File: config.mk
export PLATFORM = sky130hd
export DESIGN_NAME = qeciphy_rx_lock_monitor
export DESIGN_NICKNAME = d
export VERILOG_FILES = /design/src/rtl/qeciphy_rx_lock_monitor.sv
export SDC_FILE = /design/constraint.sdc
export NUM_CORES = 1
export LEC_CHECK = 0
export CAP_MARGIN = 30
export CELL_PAD_IN_SITES_DETAIL_PLACEMENT = 0
export CELL_PAD_IN_SITES_GLOBAL_PLACEMENT = 1
export CORE_ASPECT_RATIO = 1.5
export CORE_UTILIZATION = 42
export CTS_CLUSTER_DIAMETER = 80
export DETAILED_ROUTE_END_ITERATION = 10
export PLACE_DENSITY = 0.7
export SKIP_CTS_REPAIR_TIMING = 1
export SLEW_MARGIN = 20
export SYNTH_ARGS = -nofsm -noshare
export SYNTH_HDL_FRONTEND = slang
export SYNTH_SLANG_ARGS = --single-unit
File: constraint.sdc
create_clock -name clk_i -period 2.8 [get_ports clk_i]
set_clock_uncertainty 0.05 [all_clocks]
set_input_delay 0.28 -clock clk_i [delete_from_list [all_inputs] [get_ports clk_i]]
set_output_delay 0.28 -clock clk_i [all_outputs]
set_load 0.01 [all_outputs]
File: src/rtl/qeciphy_rx_lock_monitor.sv
// RX lock monitor: local frame lock from consecutive training patterns, remote-ready
// detection from RDY bits or first data frame, and sticky fatal fault escalation.
module qeciphy_rx_lock_monitor #(
  parameter int LOCK_COUNT   = 64,
  parameter int REMOTE_COUNT = 8,
  parameter int ERR_WINDOW   = 1024,
  parameter int ERR_LIMIT    = 4,
  parameter int LOCK_TIMEOUT = 65536
) (
  input  logic       clk_i,
  input  logic       rst_i,
  input  logic       rx_enable_i,
  input  logic       rx_valid_i,
  input  logic       rx_tp_i,
  input  logic       rx_tp_rdy_i,
  input  logic       rx_err_i,
  output logic       rx_ready_o,
  output logic       remote_rx_ready_o,
  output logic       fault_fatal_o,
  output logic [1:0] fault_code_o
);

  localparam int LCW = $clog2(LOCK_COUNT + 1);
  localparam int RCW = $clog2(REMOTE_COUNT + 1);
  localparam int WCW = $clog2(ERR_WINDOW + 1);
  localparam int ECW = $clog2(ERR_LIMIT + 1);
  localparam int TCW = $clog2(LOCK_TIMEOUT + 1);

  localparam logic [LCW-1:0] LOCK_LAST = LCW'(LOCK_COUNT - 1);
  localparam logic [LCW-1:0] LOCK_MAX  = LCW'(LOCK_COUNT);
  localparam logic [RCW-1:0] RDY_LAST  = RCW'(REMOTE_COUNT - 1);
  localparam logic [RCW-1:0] RDY_MAX   = RCW'(REMOTE_COUNT);
  localparam logic [WCW-1:0] WIN_LAST  = WCW'(ERR_WINDOW - 1);
  localparam logic [ECW-1:0] ERR_LAST  = ECW'(ERR_LIMIT - 1);
  localparam logic [ECW-1:0] ERR_MAX   = ECW'(ERR_LIMIT);
  localparam logic [TCW-1:0] TMO_LAST  = TCW'(LOCK_TIMEOUT - 1);
  localparam logic [TCW-1:0] TMO_MAX   = TCW'(LOCK_TIMEOUT);

  typedef enum logic [3:0] {
    ST_IDLE   = 4'b0001,
    ST_SEARCH = 4'b0010,
    ST_LOCKED = 4'b0100,
    ST_FAULT  = 4'b1000
  } state_t;

  state_t         state_r;
  logic [LCW-1:0] lock_cnt_r;
  logic [RCW-1:0] rdy_cnt_r;
  logic [WCW-1:0] win_cnt_r;
  logic [ECW-1:0] err_cnt_r;
  logic [TCW-1:0] timeout_cnt_r;
  logic           rx_ready_r;
  logic           remote_r;
  logic           fault_fatal_r;
  logic [1:0]     fault_code_r;

  logic good_tp_s;
  logic bad_frame_s;
  logic err_frame_s;
  logic err_hit_s;

  // Frame classification; err_hit_s counts an error on the current frame before the limit check.
  always_comb begin
    good_tp_s   = rx_valid_i & rx_tp_i & ~rx_err_i;
    bad_frame_s = rx_valid_i & (rx_err_i | ~rx_tp_i);
    err_frame_s = rx_valid_i & rx_err_i;
    err_hit_s   = err_frame_s & (err_cnt_r >= ERR_LAST);
  end

  // Monitor state machine with registered outputs; FAULT is left only through rst_i.
  always_ff @(posedge clk_i) begin
    if (rst_i) begin
      state_r       <= ST_IDLE;
      lock_cnt_r    <= '0;
      rdy_cnt_r     <= '0;
      win_cnt_r     <= '0;
      err_cnt_r     <= '0;
      timeout_cnt_r <= '0;
      rx_ready_r    <= 1'b0;
      remote_r      <= 1'b0;
      fault_fatal_r <= 1'b0;
      fault_code_r  <= 2'd0;
    end else begin
      case (state_r)
        ST_IDLE: begin
          lock_cnt_r    <= '0;
          rdy_cnt_r     <= '0;
          win_cnt_r     <= '0;
          err_cnt_r     <= '0;
          timeout_cnt_r <= '0;
          rx_ready_r    <= 1'b0;
          remote_r      <= 1'b0;
          if (rx_enable_i) begin
            state_r <= ST_SEARCH;
          end
        end
        ST_SEARCH: begin
          if (timeout_cnt_r == TMO_LAST) begin
            state_r       <= ST_FAULT;
            fault_fatal_r <= 1'b1;
            fault_code_r  <= 2'd1;
          end else if (!rx_enable_i) begin
            state_r <= ST_IDLE;
          end else if (good_tp_s && (lock_cnt_r == LOCK_LAST)) begin
            state_r    <= ST_LOCKED;
            rx_ready_r <= 1'b1;
          end
          if (timeout_cnt_r != TMO_MAX) begin
            timeout_cnt_r <= timeout_cnt_r + TCW'(1);
          end
          if (good_tp_s) begin
            if (lock_cnt_r != LOCK_MAX) begin
              lock_cnt_r <= lock_cnt_r + LCW'(1);
            end
          end else if (bad_frame_s) begin
            lock_cnt_r <= '0;
          end
        end
        ST_LOCKED: begin
          if (err_hit_s) begin
            state_r       <= ST_FAULT;
            fault_fatal_r <= 1'b1;
            fault_code_r  <= 2'd2;
            rx_ready_r    <= 1'b0;
            remote_r      <= 1'b0;
          end else if (!rx_enable_i) begin
            state_r    <= ST_IDLE;
            rx_ready_r <= 1'b0;
            remote_r   <= 1'b0;
          end else if ((good_tp_s && rx_tp_rdy_i && (rdy_cnt_r >= RDY_LAST)) ||
                       (rx_valid_i && !rx_tp_i && !rx_err_i)) begin
            // A clean data frame means the remote end is already past training.
            remote_r <= 1'b1;
          end
          if (good_tp_s && rx_tp_rdy_i) begin
            if (rdy_cnt_r != RDY_MAX) begin
              rdy_cnt_r <= rdy_cnt_r + RCW'(1);
            end
          end else if (rx_valid_i && (rx_err_i || rx_tp_i)) begin
            rdy_cnt_r <= '0;
          end
          if (rx_valid_i) begin
            if (win_cnt_r == WIN_LAST) begin
              win_cnt_r <= '0;
              err_cnt_r <= '0;
            end else begin
              win_cnt_r <= win_cnt_r + WCW'(1);
              if (err_frame_s && (err_cnt_r != ERR_MAX)) begin
                err_cnt_r <= err_cnt_r + ECW'(1);
              end
            end
          end
        end
        ST_FAULT: begin
          rx_ready_r    <= 1'b0;
          remote_r      <= 1'b0;
          fault_fatal_r <= 1'b1;
        end
        default: begin
          state_r    <= ST_IDLE;
          rx_ready_r <= 1'b0;
          remote_r   <= 1'b0;
        end
      endcase
    end
  end

  assign rx_ready_o        = rx_ready_r;
  assign remote_rx_ready_o = remote_r;
  assign fault_fatal_o     = fault_fatal_r;
  assign fault_code_o      = fault_code_r;

endmodule

# Yosys cells after proc, flatten, opt, wreduce, memory -nomap -nowiden
# Index checks and enable logic that the tools add are counted.
# classes
n_addsub	5
order_cmp	2
eq_ne	27
muxes	40
bitwise	10
reduce_logical	25
# op_table
operator	n
2-to-1 mux 4 bit	9
case mux 17 bit (2 select lines)	1
2-to-1 mux 11 bit	2
case mux 11 bit (2 select lines)	1
2-to-1 mux 7 bit	3
inequality test 3 bit, second input constant	7
adder 17 x 1 -> 17 bit, second input constant	1
== test 17 x 16 -> 1 bit, second input constant	1
2-to-1 mux 17 bit	1
inequality test 17 bit, second input constant	1
inequality test 2 bit, second input constant	8
case mux 4 bit (4 select lines)	1
AND reduction 3 bit	5
case mux 7 bit (2 select lines)	1
inequality test 4 bit, second input constant	3
adder 11 x 1 -> 11 bit, second input constant	1
== test 11 x 10 -> 1 bit, second input constant	1
2-to-1 mux 1 bit	10
2-to-1 mux 3 bit	3
case mux 4 bit (2 select lines)	1
AND reduction 4 bit	2
adder 7 x 1 -> 7 bit, second input constant	1
== test 7 x 6 -> 1 bit, second input constant	1
logical AND 1 bit	7
22 further kinds	37
# word_totals
reg_bits	51
in_bits	7
out_inout_bits	5
wordCells	119

# Longest topological paths before layout
# depth
ltp_word	9
depth_mapped	9
mapped_depth_nobuf	9

# Worst setup path before layout
# OpenSTA, ideal clock, no wires.
# synth_timing
path_kind	register -> register
start	register state_r[2]
end	register timeout_cnt_r[3]
setup_ns	0.128
t_arrival_ns	1.817
t_required_ns	2.622
slack_ns	0.805
stages_incl_launch_ff	9
n_path_buf	3
period_less_slack_ns	1.995
path_cell_list	dfxtp_1 -> buf_4 -> or4b_1 -> buf_2 -> a41oi_4 -> buf_6 -> nand4_1 -> xor2_1 -> nor2_1
# synth_between
elab_chain_len	3
word_cells_on_any_way	6
classes_between	3 x eq/ne; 1 x mux; 2 x reduce/logical
# synth_rtl
element	line	rtl
start, declared	46	state_t state_r;
start signal, assigned	73	state_r <= ST_IDLE;
start signal, assigned	94	state_r <= ST_SEARCH;
start signal, assigned	99	state_r <= ST_FAULT;
== test 4 x 2 -> 1 bit / == test 4 x 1 -> 1 bit (equally long branches)	84	case (state_r)
inequality test 2 bit (no line) / nonzero test 2 bit (equally long branches)	--	
AND reduction 2 bit (no line)	--	
end signal, assigned	109	timeout_cnt_r <= timeout_cnt_r + TCW'(1);
end, declared	51	logic [TCW-1:0] timeout_cnt_r;
# Several ways; a longest one is shown, not always the timed one.
# A chain may end at the register's enable or synchronous reset.

# Final worst setup path
# layout_timing
start	register state_r[1]
end	register timeout_cnt_r[16]
# Same word-level chain as after synthesis.

==> summary.txt <==
Routing
  – Routed vias: approximately 2300
  – Drt drc: 0
  – Routed WL: roughly 5800 um
  – Routed WL per cell: approximately 14 um
  – Initial DRC Count: approximately 120
  – DRT antenna net count: 0
  – Via density: about 5.6
  – Detailed Routing Iterations Pass 1: 4

STA
  – Final worst path period share: between 80% and 90%
  – Min Tclk post-route: ~2.3 ns
  – Setup ws final: approximately 0.46 ns
  – Max Freq: between 400 and 500 MHz
  – Least-Margin Pin Slew: 0.7532 ns
  – Worst slew margin: between 40% and 50%
  – TNS Setup: 0 ns
  – Final hold viol count: 0
  – RSZ-0062 raised after global routing: false
  – # setup viols final: 0
  – Final Max Tran Viols: 0

Logic synthesis
  – Average size of a mapped cell: 8.536 sq um
  – Synth Instances: between 300 and 400
  – Synth async-reset ratio: 0%
  – Syn_nets: around 340
  – Sequential area share after synthesis: between 30% and 40%
  – Post-synthesis cell type count: 59
  – Synth Cell Area: 2731 sq um
  – Yosys reg bits: just over 50
  – Ys flop type: dfxtp_1
  – Post-synth EDFFs: 0
  – Synth warn: 0

Finish
  – Final core area utilization: just under 50%
  – FILL cells: ~640
  – Final instance area: between 3000 and 4000 sq um
  – Final nets: about 350
  – Layout area overhead: 11.59%
  – Most frequent cells in the layout: 51 x nor2_1, 51 x dfxtp_1, 19 x nand2_1
  – Antenna diodes: 0
  – Layout cell share with drive strength beyond 1: under 10%

Min path
  – Worst Hold Class: flop to flop
  – Hold path cells: 2

Placement
  – RePlAce Congestion: 0.8583
  – Placement Cell Area: around 2900 sq um
  – Setup Slack @ Placement: between 0.4 and 0.5 ns
  – IO buf count: 11
  – Detailed placement HPWL: between 4000 and 5000 um

Critical path
  – CP required: around 3 ns
  – CP Capture Type: flop
  – Worst R2R Path Depth: 5
  – Crit Path Max Fanout: 18
  – Critical Path AT: ~2.5 ns
  – CP Launch Type: flop
  – CP Class: flop to flop

Pwr
  – Worst VDD drop: between 0.2 and 0.25 mV
  – Cell Pwr Density: about 500 nW/um^2
  – Tot Pwr: 1.522 mW
  – Leakage: 1.042 nW

Floorplan
  – Core Box Area: between 6000 and 7000 sq um
  – Cell Rows: 35
  – Die Wd: around 68 um
  – Vert. Die Dim: about 100 um
  – Ports: 12
  – Initial core utilization: a little over two fifths
  – Die area: 6836 sq um

Clocking
  – CTS Buf Count: 5
  – CTS Root Cell: clkbuf_8
  – CTS Buffer Depth: 2
  – CTS clock-pin slew for the worst setup and hold paths: about 0.09 ns
  – Clk Latency, worst-skew pair: roughly 0.3 ns
  – CTS tree: done
  – H-Tree Depth: 2
  – Clk sink count: approximately 50

Global route
  – Largest net degree at the start of global routing: 19
  – First-pass GRT wire length: between 9000 and 10000 um
  – Total congestion overflow: 0
  – Initial antenna violation count: 0
  – Total Routing Usage GR: a little under a fifth
  – Vias in the first global route: around 2200

Flow run
  – Max_cap viols: 0

Status
  – Status: finished clean
worst max-delay path: stages (launching register included):
cell and delay [ns]:
dfxtp_1 0.53, or4b_1 0.64, a41oi_4 0.52, nor2_2 0.08
or3_1 0.32, a21oi_1 0.14
routing by layer:
metal	part of all wire (%)	up-vias	wire length (um)	track usage [%]
met5	0	-	0	0
met4	1.4	0	83	7.212
met3	2.1	7	123	3.167
met2	51	20	2971	31.99
met1	45	1076	2623	21.98
li1	-	1168	-	-
worst paths after layout:
check                                      start                        endpoint  slack, ns
hold / removal    timeout_cnt_r[16]$_SDFFE_PP0P_  timeout_cnt_r[16]$_SDFFE_PP0P_       0.42
setup / recovery         state_r[1]$_SDFFE_PP0P_  timeout_cnt_r[16]$_SDFFE_PP0P_       0.46
hold reg to reg   timeout_cnt_r[16]$_SDFFE_PP0P_  timeout_cnt_r[16]$_SDFFE_PP0P_       0.42
setup reg to reg         state_r[1]$_SDFFE_PP0P_  timeout_cnt_r[16]$_SDFFE_PP0P_       0.46
power by group:
group / switching [mW] / internal, mW
combinational: 0.142 / 0.0865
clock: 0.249 / 0.290
sequential: 0.0202 / 0.735
total: 0.411 / 1.11
state kept, by name (all words and copies together), names as in the netlist:
| signal | cells |
|---|---|
| timeout_cnt_r | 17 |
| win_cnt_r | 11 |
| lock_cnt_r | 7 |
| rdy_cnt_r | 4 |
| state_r | 4 |
| err_cnt_r | 3 |
| fault_code_o | 2 |
| fault_fatal_o | 1 |
| remote_rx_ready_o | 1 |
| rx_ready_o | 1 |
stage by stage:
step / std cells / hold slack, ns
finish: 408 / 0.4242
floorplan: 320 / 0.3904
CTS: 408 / 0.4283
detailed placement: 400 / 0.4016
global placement: 400 / 0.4009
global route: 408 / 0.4527
Yosys cell counts, types with 5 or more instances:
master / n / share of area [%]
nand3_1: 15 / 2.7
nand2_1: 19 / 2.6
xnor2_1: 5 / 1.6
dfxtp_1: 51 / 37
a21oi_1: 11 / 2.0
ha_1: 11 / 5.0
clkbuf_1: 8 / 1.1
o211ai_1: 6 / 1.6
nor3_1: 9 / 1.6
nand4_1: 7 / 1.6
nand2b_1: 8 / 1.8
nor2_1: 51 / 7.0
nor4_1: 6 / 1.4
inv_1: 14 / 1.9
xor2_1: 18 / 5.8
o21ai_0: 5 / 0.92
and4_1: 5 / 1.6
final cells by class:
type	instances	area (sq um)	area share, %
Clock inverter	2	35.03	1.149
Tap cell	74	92.59	3.038
Multi-Input combinational cell	242	1594	52.30
Inverter	14	52.55	1.724
Clock buffer	6	82.58	2.709
Sequential cell	51	1021	33.50
Timing Repair Buffer	19	170.2	5.583
cells by family (layout without fill, tap and decap cells):
kind of cell	after synthesis	after routing	synth area share, %
xor gates and xnor gates	23	23	7.375
buffers and inverters	27	41	4.260
AOI/OAI and AO/OA	52	52	14.66
adders and majority gates	11	11	5.039
and+or+nand+nor	154	154	30.51
DFF	51	51	37.38
muxes	2	2	0.7787
(Power assumes the default switching activity.)
